$ cat src/rtl/mc_ctrl_pkg.sv
// +--------------------------------------------------------------------------+
// | mips_ctrl_pkg : opcodes, states and control-field codes for mc_ctrl (r1) |
// +--------------------------------------------------------------------------+
`default_nettype none

package mips_ctrl_pkg;

  localparam logic [5:0] OP_RTYPE = 6'b000000;
  localparam logic [5:0] OP_ORI   = 6'b001101;
  localparam logic [5:0] OP_LUI   = 6'b001111;
  localparam logic [5:0] OP_LW    = 6'b100011;
  localparam logic [5:0] OP_SW    = 6'b101011;
  localparam logic [5:0] OP_BEQ   = 6'b000100;
  localparam logic [5:0] OP_J     = 6'b000010;
  localparam logic [5:0] OP_JAL   = 6'b000011;

  localparam logic [5:0] FN_ADDU  = 6'b100001;
  localparam logic [5:0] FN_SUBU  = 6'b100011;
  localparam logic [5:0] FN_JR    = 6'b001000;

  typedef enum logic [3:0] {
    S_FETCH = 4'd0,  S_DCD   = 4'd1,  S_EXE_R = 4'd2,  S_EXE_I = 4'd3,
    S_MA    = 4'd4,  S_MR    = 4'd5,  S_MW    = 4'd6,  S_WB_R  = 4'd7,
    S_WB_I  = 4'd8,  S_WB_LW = 4'd9,  S_BR    = 4'd10, S_JMP   = 4'd11
  } state_t;

  localparam logic [1:0] NPC_PLUS4 = 2'b00;
  localparam logic [1:0] NPC_BEQ   = 2'b01;
  localparam logic [1:0] NPC_JUMP  = 2'b10;
  localparam logic [1:0] NPC_JR    = 2'b11;

  localparam logic [1:0] WA_RT = 2'b00;
  localparam logic [1:0] WA_RD = 2'b01;
  localparam logic [1:0] WA_RA = 2'b10;

  localparam logic [1:0] WD_ALU = 2'b00;
  localparam logic [1:0] WD_MEM = 2'b01;
  localparam logic [1:0] WD_PC4 = 2'b10;

  localparam logic [1:0] EXT_ZERO = 2'b00;
  localparam logic [1:0] EXT_SIGN = 2'b01;
  localparam logic [1:0] EXT_LUI  = 2'b10;

  localparam logic [1:0] ALU_ADD = 2'b00;
  localparam logic [1:0] ALU_SUB = 2'b01;
  localparam logic [1:0] ALU_OR  = 2'b10;

  typedef struct packed {
    logic rtype_add;
    logic rtype_sub;
    logic jr;
    logic ori;
    logic lui;
    logic lw;
    logic sw;
    logic beq;
    logic j;
    logic jal;
    logic illegal;
  } insn_cls_t;

endpackage

`default_nettype wire

$ cat src/rtl/mc_ctrl_if.sv
// +--------------------------------------------------------------------------+
// | mc_ctrl_if : IR fields, datapath flags and control outputs (r1)          |
// +--------------------------------------------------------------------------+
`default_nettype none

interface mc_ctrl_if;
  logic [5:0] op;
  logic [5:0] funct;
  logic       zero;
  logic       dm_rdy;
  logic       pc_we;
  logic [1:0] npc_sel;
  logic       ir_we;
  logic       rf_we;
  logic [1:0] rf_wa_sel;
  logic [1:0] rf_wd_sel;
  logic [1:0] ext_op;
  logic       alu_src;
  logic [1:0] alu_op;
  logic       dm_re;
  logic       dm_we;
  logic       illegal;
  logic [3:0] state;

  modport master (
    input  op, funct, zero, dm_rdy,
    output pc_we, npc_sel, ir_we, rf_we, rf_wa_sel, rf_wd_sel,
           ext_op, alu_src, alu_op, dm_re, dm_we, illegal, state
  );

  modport slave (
    output op, funct, zero, dm_rdy,
    input  pc_we, npc_sel, ir_we, rf_we, rf_wa_sel, rf_wd_sel,
           ext_op, alu_src, alu_op, dm_re, dm_we, illegal, state
  );
endinterface

`default_nettype wire

$ cat src/rtl/mc_ctrl_decode.sv
// +--------------------------------------------------------------------------+
// | mc_decode : op/funct to one-hot instruction class (r1)                   |
// +--------------------------------------------------------------------------+
`default_nettype none

module mc_decode
  import mips_ctrl_pkg::*;
(
  input  wire logic [5:0] op,
  input  wire logic [5:0] funct,
  output insn_cls_t       cls
);

  always_comb begin
    cls = '0;
    case (op)
      OP_RTYPE: begin
        case (funct)
          FN_ADDU: cls.rtype_add = 1'b1;
          FN_SUBU: cls.rtype_sub = 1'b1;
          FN_JR:   cls.jr        = 1'b1;
          default: cls.illegal   = 1'b1;
        endcase
      end
      OP_ORI:  cls.ori     = 1'b1;
      OP_LUI:  cls.lui     = 1'b1;
      OP_LW:   cls.lw      = 1'b1;
      OP_SW:   cls.sw      = 1'b1;
      OP_BEQ:  cls.beq     = 1'b1;
      OP_J:    cls.j       = 1'b1;
      OP_JAL:  cls.jal     = 1'b1;
      default: cls.illegal = 1'b1;
    endcase
  end

endmodule

`default_nettype wire

$ cat src/rtl/mc_ctrl.sv
// +--------------------------------------------------------------------------+
// | mc_ctrl : multi-cycle MIPS control FSM, one PC write per instruction (r1)|
// +--------------------------------------------------------------------------+
`default_nettype none

module mc_ctrl
  import mips_ctrl_pkg::*;
(
  input  wire logic   clk,
  input  wire logic   rst,
  mc_ctrl_if.master   bus
);

  state_t    cur_state;
  state_t    nxt_state;
  insn_cls_t cls;

  logic       pc_we, ir_we, rf_we, alu_src, dm_re, dm_we, illegal;
  logic [1:0] npc_sel, rf_wa_sel, rf_wd_sel, ext_op, alu_op;

  // Branch outcome is resolved in the next-PC unit, not here.
  wire unused_zero = bus.zero;

  mc_decode u_decode (
    .op    (bus.op),
    .funct (bus.funct),
    .cls   (cls)
  );

  always_ff @(posedge clk) begin
    if (rst) cur_state <= S_FETCH;
    else     cur_state <= nxt_state;
  end

  always_comb begin
    nxt_state = S_FETCH;
    case (cur_state)
      S_FETCH: nxt_state = S_DCD;
      S_DCD: begin
        if (cls.rtype_add || cls.rtype_sub)  nxt_state = S_EXE_R;
        else if (cls.ori || cls.lui)         nxt_state = S_EXE_I;
        else if (cls.lw || cls.sw)           nxt_state = S_MA;
        else if (cls.beq)                    nxt_state = S_BR;
        else if (cls.j || cls.jal || cls.jr) nxt_state = S_JMP;
        else                                 nxt_state = S_FETCH;
      end
      S_EXE_R: nxt_state = S_WB_R;
      S_EXE_I: nxt_state = S_WB_I;
      S_MA:    nxt_state = cls.lw ? S_MR : S_MW;
      S_MR:    nxt_state = bus.dm_rdy ? S_WB_LW : S_MR;
      S_MW:    nxt_state = bus.dm_rdy ? S_FETCH : S_MW;
      default: nxt_state = S_FETCH;
    endcase
  end

  always_comb begin
    pc_we = 1'b0;  ir_we = 1'b0;  rf_we = 1'b0;  alu_src = 1'b0;
    dm_re = 1'b0;  dm_we = 1'b0;  illegal = 1'b0;
    npc_sel = NPC_PLUS4;  rf_wa_sel = WA_RT;  rf_wd_sel = WD_ALU;
    ext_op = EXT_ZERO;    alu_op = ALU_ADD;
    case (cur_state)
      S_FETCH: ir_we = 1'b1;
      S_DCD: begin
        illegal = cls.illegal;
        pc_we   = cls.illegal;
      end
      S_EXE_R: alu_op = cls.rtype_sub ? ALU_SUB : ALU_ADD;
      S_WB_R: begin
        rf_we = 1'b1;  rf_wa_sel = WA_RD;  pc_we = 1'b1;
      end
      S_EXE_I, S_WB_I: begin
        alu_src = 1'b1;
        alu_op  = ALU_OR;
        ext_op  = cls.lui ? EXT_LUI : EXT_ZERO;
        if (cur_state == S_WB_I) begin
          rf_we = 1'b1;  pc_we = 1'b1;
        end
      end
      S_MA: begin
        ext_op = EXT_SIGN;  alu_src = 1'b1;
      end
      S_MR: dm_re = 1'b1;
      S_WB_LW: begin
        rf_we = 1'b1;  rf_wd_sel = WD_MEM;  pc_we = 1'b1;
      end
      S_MW: begin
        dm_we = 1'b1;
        pc_we = bus.dm_rdy;
      end
      S_BR: begin
        alu_op = ALU_SUB;  ext_op = EXT_SIGN;  pc_we = 1'b1;  npc_sel = NPC_BEQ;
      end
      S_JMP: begin
        pc_we   = 1'b1;
        npc_sel = cls.jr ? NPC_JR : NPC_JUMP;
        if (cls.jal) begin
          rf_we = 1'b1;  rf_wa_sel = WA_RA;  rf_wd_sel = WD_PC4;
        end
      end
      default: ;
    endcase
    // Reset abandons the instruction: no writes or requests in that cycle.
    if (rst) begin
      pc_we = 1'b0;  ir_we = 1'b0;  rf_we = 1'b0;
      dm_re = 1'b0;  dm_we = 1'b0;  illegal = 1'b0;
    end
  end

  assign bus.pc_we     = pc_we;
  assign bus.npc_sel   = npc_sel;
  assign bus.ir_we     = ir_we;
  assign bus.rf_we     = rf_we;
  assign bus.rf_wa_sel = rf_wa_sel;
  assign bus.rf_wd_sel = rf_wd_sel;
  assign bus.ext_op    = ext_op;
  assign bus.alu_src   = alu_src;
  assign bus.alu_op    = alu_op;
  assign bus.dm_re     = dm_re;
  assign bus.dm_we     = dm_we;
  assign bus.illegal   = illegal;
  assign bus.state     = cur_state;

endmodule

`default_nettype wire

$ cat src/flat_wrapper.sv
// flat-port wrapper written by rule: the top's interface ports become plain ports
module mc_ctrl_flat import mips_ctrl_pkg::*;
  (clk, rst, bus_op, bus_funct, bus_zero, bus_dm_rdy, bus_pc_we, bus_npc_sel, bus_ir_we, bus_rf_we, bus_rf_wa_sel, bus_rf_wd_sel, bus_ext_op, bus_alu_src, bus_alu_op, bus_dm_re, bus_dm_we, bus_illegal, bus_state);
  mc_ctrl_if bus_i ();
  input  wire logic clk;
  input  wire logic rst;
  input wire logic [$bits(bus_i.op)-1:0] bus_op;
  input wire logic [$bits(bus_i.funct)-1:0] bus_funct;
  input wire logic [$bits(bus_i.zero)-1:0] bus_zero;
  input wire logic [$bits(bus_i.dm_rdy)-1:0] bus_dm_rdy;
  output wire logic [$bits(bus_i.pc_we)-1:0] bus_pc_we;
  output wire logic [$bits(bus_i.npc_sel)-1:0] bus_npc_sel;
  output wire logic [$bits(bus_i.ir_we)-1:0] bus_ir_we;
  output wire logic [$bits(bus_i.rf_we)-1:0] bus_rf_we;
  output wire logic [$bits(bus_i.rf_wa_sel)-1:0] bus_rf_wa_sel;
  output wire logic [$bits(bus_i.rf_wd_sel)-1:0] bus_rf_wd_sel;
  output wire logic [$bits(bus_i.ext_op)-1:0] bus_ext_op;
  output wire logic [$bits(bus_i.alu_src)-1:0] bus_alu_src;
  output wire logic [$bits(bus_i.alu_op)-1:0] bus_alu_op;
  output wire logic [$bits(bus_i.dm_re)-1:0] bus_dm_re;
  output wire logic [$bits(bus_i.dm_we)-1:0] bus_dm_we;
  output wire logic [$bits(bus_i.illegal)-1:0] bus_illegal;
  output wire logic [$bits(bus_i.state)-1:0] bus_state;
  assign bus_i.op = bus_op;
  assign bus_i.funct = bus_funct;
  assign bus_i.zero = bus_zero;
  assign bus_i.dm_rdy = bus_dm_rdy;
  assign bus_pc_we = bus_i.pc_we;
  assign bus_npc_sel = bus_i.npc_sel;
  assign bus_ir_we = bus_i.ir_we;
  assign bus_rf_we = bus_i.rf_we;
  assign bus_rf_wa_sel = bus_i.rf_wa_sel;
  assign bus_rf_wd_sel = bus_i.rf_wd_sel;
  assign bus_ext_op = bus_i.ext_op;
  assign bus_alu_src = bus_i.alu_src;
  assign bus_alu_op = bus_i.alu_op;
  assign bus_dm_re = bus_i.dm_re;
  assign bus_dm_we = bus_i.dm_we;
  assign bus_illegal = bus_i.illegal;
  assign bus_state = bus_i.state;
  mc_ctrl u_core (.clk(clk), .rst(rst), .bus(bus_i));
endmodule
$ cat config.mk
export PLATFORM = sky130hd
export DESIGN_NAME = mc_ctrl_flat
export DESIGN_NICKNAME = d
export VERILOG_FILES = /design/src/rtl/mc_ctrl_pkg.sv /design/src/rtl/mc_ctrl_if.sv /design/src/rtl/mc_ctrl_decode.sv /design/src/rtl/mc_ctrl.sv /design/src/flat_wrapper.sv
export SDC_FILE = /design/constraint.sdc
export NUM_CORES = 1
export LEC_CHECK = 0
export ABC_AREA = 1
export CAP_MARGIN = 10
export CORE_MARGIN = 2
export CORE_UTILIZATION = 41
export CTS_CLUSTER_SIZE = 20
export DETAILED_ROUTE_END_ITERATION = 10
export GPL_TIMING_DRIVEN = 1
export MAX_ROUTING_LAYER = met4
export PLACE_DENSITY = 0.89
export SLEW_MARGIN = 25
export SYNTH_ARGS = -nofsm -noshare
export SYNTH_HDL_FRONTEND = slang
export SYNTH_SLANG_ARGS = --single-unit
$ cat constraint.sdc
create_clock -name clk -period 2.05 [get_ports clk]
set_input_delay 0.41 -clock clk [delete_from_list [all_inputs] [get_ports clk]]
set_output_delay 0.41 -clock clk [all_outputs]
set_load 0.005 [all_outputs]
# Yosys cells after proc, flatten, opt, wreduce, memory -nomap -nowiden
# Cells that the tools add are included.
# op_classes
reduce_logical	14
n_mux	46
n_eq_ne	21
# ops
operator	count
case mux 4 bit (7 select lines)	1
two-way mux 1 bit	26
equality test 6 bit, second input constant	4
two-way mux 4 bit	6
equality test 6 x 4 -> 1 bit, second input constant	3
equality test 4 x 3 -> 1 bit, second input constant	4
equality test 4 bit, second input constant	4
case mux 2 bit (2 select lines)	4
equality test 6 x 2 -> 1 bit, second input constant	2
equality test 4 x 2 -> 1 bit, second input constant	2
OR reduction 7 bit	1
equality test 6 x 3 -> 1 bit, second input constant	1
logical NOT 6 bit	1
two-way mux 2 bit	3
two-way mux 3 bit	2
case mux 2 bit (3 select lines)	1
OR reduction 2 bit	3
OR reduction 3 bit	2
logical OR 1 bit	5
equality test 4 x 1 -> 1 bit, second input constant	1
logical NOT 4 bit	1
case mux 1 bit (4 select lines)	1
OR reduction 4 bit	1
case mux 1 bit (3 select lines)	1
case mux 1 bit (2 select lines)	1
# word_totals
register_bits	4
word_cells	82

# Longest topological paths before layout
# logic_depth
depth_word	10
mapped_depth	10
mapped_depth_nobuf	10

# Modules after synthesis
# From an unflattened synthesis, not the netlist that was laid out.
# unflattened
cells_unflattened	141
hier_area_um2	698.2
# by_module_without_submodules
mod	area_per_inst_um2	cells_each	instances
mc_ctrl	501.7	98	1
mc_decode	196.4	43	1

# Least setup slack after synthesis
# OpenSTA, ideal clock, no wires.
# synth_timing
path_kind	input port to output port
startpoint	in bus_op[5]
endpoint	out bus_pc_we
path_stages	8
slack_ns	0.582
arrival_time_ns	1.058
path_cell_list	nor2_4 nand4_1 nand2_1 nor2_1 nand2_1 nand3_1 nand2_1 inv_1
# synth_via
elab_chain_len	5
elab_cells_between_ends	12
# synth_lines
element	line	source
start, declared	flat_wrapper.sv:7	input wire logic [$bits(bus_i.op)-1:0] bus_op;
equality test 6 x 2 -> 1 bit, or another cell as far along	mc_ctrl_decode.sv:16	case (op)
OR reduction 7 bit (no line)	--	
case mux 1 bit (2 select lines) *	mc_ctrl_decode.sv:16	
case mux 1 bit (4 select lines) *	mc_ctrl.sv:61	case (cur_state)
two-way mux 1 bit *	mc_ctrl.sv:103	if (rst) begin
end, declared	flat_wrapper.sv:11	output wire logic [$bits(bus_i.pc_we)-1:0] bus_pc_we;
# Mark *: on every way between the ends. The rest lies on a longest branch, timed or not.

# Worst setup path in the final report
# layout_timing
startpoint	reg u_core.cur_state[3] (netlist: u_core.bus.state[3])
endpoint	out bus_alu_op[1]
# layout_via
elab_chain_len	3
elab_cells_between_ends	6
# layout_lines
element	line	source
start, declared	mc_ctrl.sv:14	state_t cur_state;
start signal, assigned	mc_ctrl.sv:32	else cur_state <= nxt_state;
equality test 4 x 2 -> 1 bit or equality test 4 bit (tied branches)	mc_ctrl.sv:61	
OR reduction 2 bit	--	
case mux 2 bit (3 select lines) *	mc_ctrl.sv:61	
end, declared	flat_wrapper.sv:19	output wire logic [$bits(bus_i.alu_op)-1:0] bus_alu_op;
# Marks and branches as above.

==> flow_metrics.py <==
metrics = {
    "critical_path": {
        "path_cells": "inv_2 -> nor2_4 -> inv_2 -> nor2_4 -> nor2_2 -> inv_1 -> clkdlybuf4s50_1",
        "reg2reg_depth": 7,
        "r2r-end": "u_core.bus.state[2]",
        "crit_end": "bus_alu_op[1]",
        "ff2ff_setup_slack_ns": 0.77,
        "cp.arrival_ns": 1.65,
        "cpPeakStageDelay_ns": 0.50,
        "crit_slowest_cell": "clkdlybuf4s50_1",
        "startpoint": "u_core.bus.state[3]",
        "r2r-start": "u_core.bus.state[3]",
        "worstPathRequired_ns": 1.64,
        "critPathCaptureType": "primary output",
        "worstPathMaxFanout": 3,
        "start_kind": "flop",
        "crit_type": "reg2out",
    },
    "final_layout": {
        "stdcell_count": 213,
        "area_growth_pct": 96.64,
        "drive_above_1_share": 0.4010,
        "largest_register_ffs": 4,
        "final_nets": 215,
        "fin_area_um2": 1319,
        "fillers": 82,
        "num_antenna_cells": 0,
    },
    "clock_tree": {
        "clk_pin_slew_ns": 0.04,
        "numCtsBuffers": 3,
        "clockBufferDepth": 2,
        "clk_latency_ns": 0.25,
        "cts-htree-levels": 1,
        "postCtsHoldBufs": 0,
        "root_buffer": "clkbuf_4",
        "cts_tree": "built",
        "cts_sinks": 4,
    },
    "timing": {
        "fin_ws_ns": -0.01369,
        "relSlewSlack": 0.7805,
        "hold_viol": 0,
        "setup-violations-final": 5,
        "fin_crit_sh": 1.007,
        "clock_skew_ns": 0.003218,
        "final.min_clock_period_ns": 2.064,
        "fmaxAchievable_mhz": 484.6,
        "rsz0062_at_grt": "yes",
        "drv_slew": 0,
        "worst_pin_slew_ns": 0.3262,
    },
    "placement": {
        "place_area_um2": 1109,
        "dp_cells": 191,
        "io_buffers": 35,
        "place_congestion": 0.9226,
        "post-dp-hpwl_um": 1782,
    },
    "power": {
        "pwr-share-seq": 0.229,
        "swShare": 0.4011,
        "power_density_nw_per_um2": 307.1,
        "power_uw": 405.0,
        "ir_drop_uv": 347.3,
        "intPower_uw": 242.5,
        "switching_power_uw": 162.4,
        "combPwrFrac": 0.499,
        "power.leakage_nw": 0.7570,
        "pwr-share-clk": 0.272,
    },
    "global_route": {
        "grt_antenna_before_repair": 0,
        "overflow": 0,
        "grt_pass1_vias": 1064,
        "grt_max_degree": 7,
        "grt.total_usage": 0.3264,
        "grt_pass1_wl_um": 4560,
    },
    "synthesis": {
        "synth_edf_count": 0,
        "postSynthCellCount": 131,
        "synth.most_common_cell": "nor2_1",
        "synth_commonest_cells": "32 x nor2_1, 29 x inv_1, 27 x nand2_1",
        "synth_area_leaders": "nor2_1 18%, inv_1 16%, nand2_1 15%, dfxtp_1 12%, nand3_1 9.7%",
        "syn-cell-area_um2": 670.6,
        "syn_avg_cell_area_um2": 5.119,
        "synth_cell_type_count": 21,
        "yosysWarnings": 0,
        "yosys_most_used_dff": "dfxtp_1",
        "mappedNetlistNets": 147,
        "synth_top_cell_by_area": "nor2_1",
        "ys_async_sr_fraction": 0,
        "seq_area_frac_synth": 0.1194,
        "yosys_register_bits": 4,
        "synth_top_area_frac": 0.1791,
    },
    "status": {
        "violations": "negative setup slack",
        "status": "finished, violations left",
    },
    "floorplanning": {
        "initial_core_util": 0.4401,
        "rows": 14,
        "design.die.area_um2": 1975,
        "design.portCount": 37,
        "core_um2": 1524,
        "dieHeight_um": 44.45,
        "die_w_um": 44.45,
    },
    "drt": {
        "ant_nets": 0,
        "dr.pass1.iters": 4,
        "num_vias": 1227,
        "routed_via_density": 5.761,
        "drt_wl_total_um": 3653,
        "drt-initial-drc-count": 69,
        "wire_per_inst_um": 17.15,
        "drc_errors": 0,
    },
    "hold_path": {
        "hold_class": "in2reg",
    },
    "job": {
        "drv_cap": 0,
    },
}
power by group through the flow:
stage	clock (mW)	combinational (mW)	sequential (mW)
final	0.110	0.202	0.0929
after floorplan	0	0.0743	0.0900
after global placement	0	0.162	0.0899
after CTS	0.0992	0.174	0.0908
after global routing	0.116	0.215	0.0931
after detailed placement	0	0.166	0.0906
through the flow:
| stage | hold WS, ns | worst slack [ns] | setup TNS, ns | utilization |
|---|---|---|---|---|
| 3_3_place_gp | 0.7121 | -0.4359 | -2.743 | 0.7274 |
| 6_report | 0.6635 | -0.01369 | -0.04246 | 0.8654 |
| 5_1_grt | 0.6940 | -0.1381 | -0.5305 | 0.8654 |
| 3_5_place_dp | 0.7188 | -0.4922 | -3.060 | 0.7274 |
| 4_1_cts | 0.6578 | -0.1638 | -0.1638 | 0.8046 |
| 2_1_floorplan | 0.6179 | 0.5824 | 0 | - |
worst max-delay path, delay by kind of cell (launching register included):
kind	cells	cell delay [ns]
DFF	1	0.36
and+or+nand+nor	3	0.32
buffers and inverters	4	0.71
repair_timing:
item	CTS	global route
endpoints found under the setup margin	11	14
pin swaps	8	14
setup buffers	13	7
gates resized for setup	48	31
metal layers:
layer / vias to the layer above / GRT usage / part of all wire
met5: - / - / 0
met3: 30 / 0.08980 / 0.086
met2: 104 / 0.5412 / 0.48
li1: 533 / - / -
met4: 0 / 0.1818 / 0.071
met1: 560 / 0.3479 / 0.36
final cells by class:
class                      count  area, um2  share of cell area
timing repair buffer          65      541.8              0.4108
sequential                     4      83.83             0.06357
multi-input combinational     95      538.0              0.4080
inverter                      30      112.6             0.08539
clock buffer                   3      22.52             0.01708
tap                           16      20.02             0.01518
layout by cell type, fill, tap and decap left out, types with 5 or more instances in the layout:
cell type        count
nand3_1              8
inv_2                6
clkdlybuf4s50_1     15
nand2_1             21
nor2_2               6
nand2_2              7
buf_4               30
nor2_4               8
nand3_2              5
inv_1               24
dlygate4sd2_1        6
dlymetal6s2s_1       5
buf_2                7
nor2_1              24
kinds of logic after synthesis:
logic type	synth area share
AND/OR/NAND/NOR	0.5896
buffers and inverters	0.1903
AO/OA/AOI/OAI	0.1008
flip-flops	0.1194
worst min path at each step:
stage / slack, ns / startpoint / endpoint / depth (start not counted)
final: 0.66 / bus_op[4] / u_core.bus.state[2] / 4
after global routing: 0.69 / bus_op[4] / u_core.bus.state[2] / 4
after CTS: 0.66 / u_core.bus.state[0] / u_core.bus.state[0] / 3
after detailed placement: 0.72 / u_core.bus.state[0] / u_core.bus.state[0] / 3
after global placement: 0.71 / u_core.bus.state[0] / u_core.bus.state[0] / 3
after floorplan: 0.62 / rst / u_core.bus.state[1] / 2
Note: power is estimated with default switching activity, not from simulation.
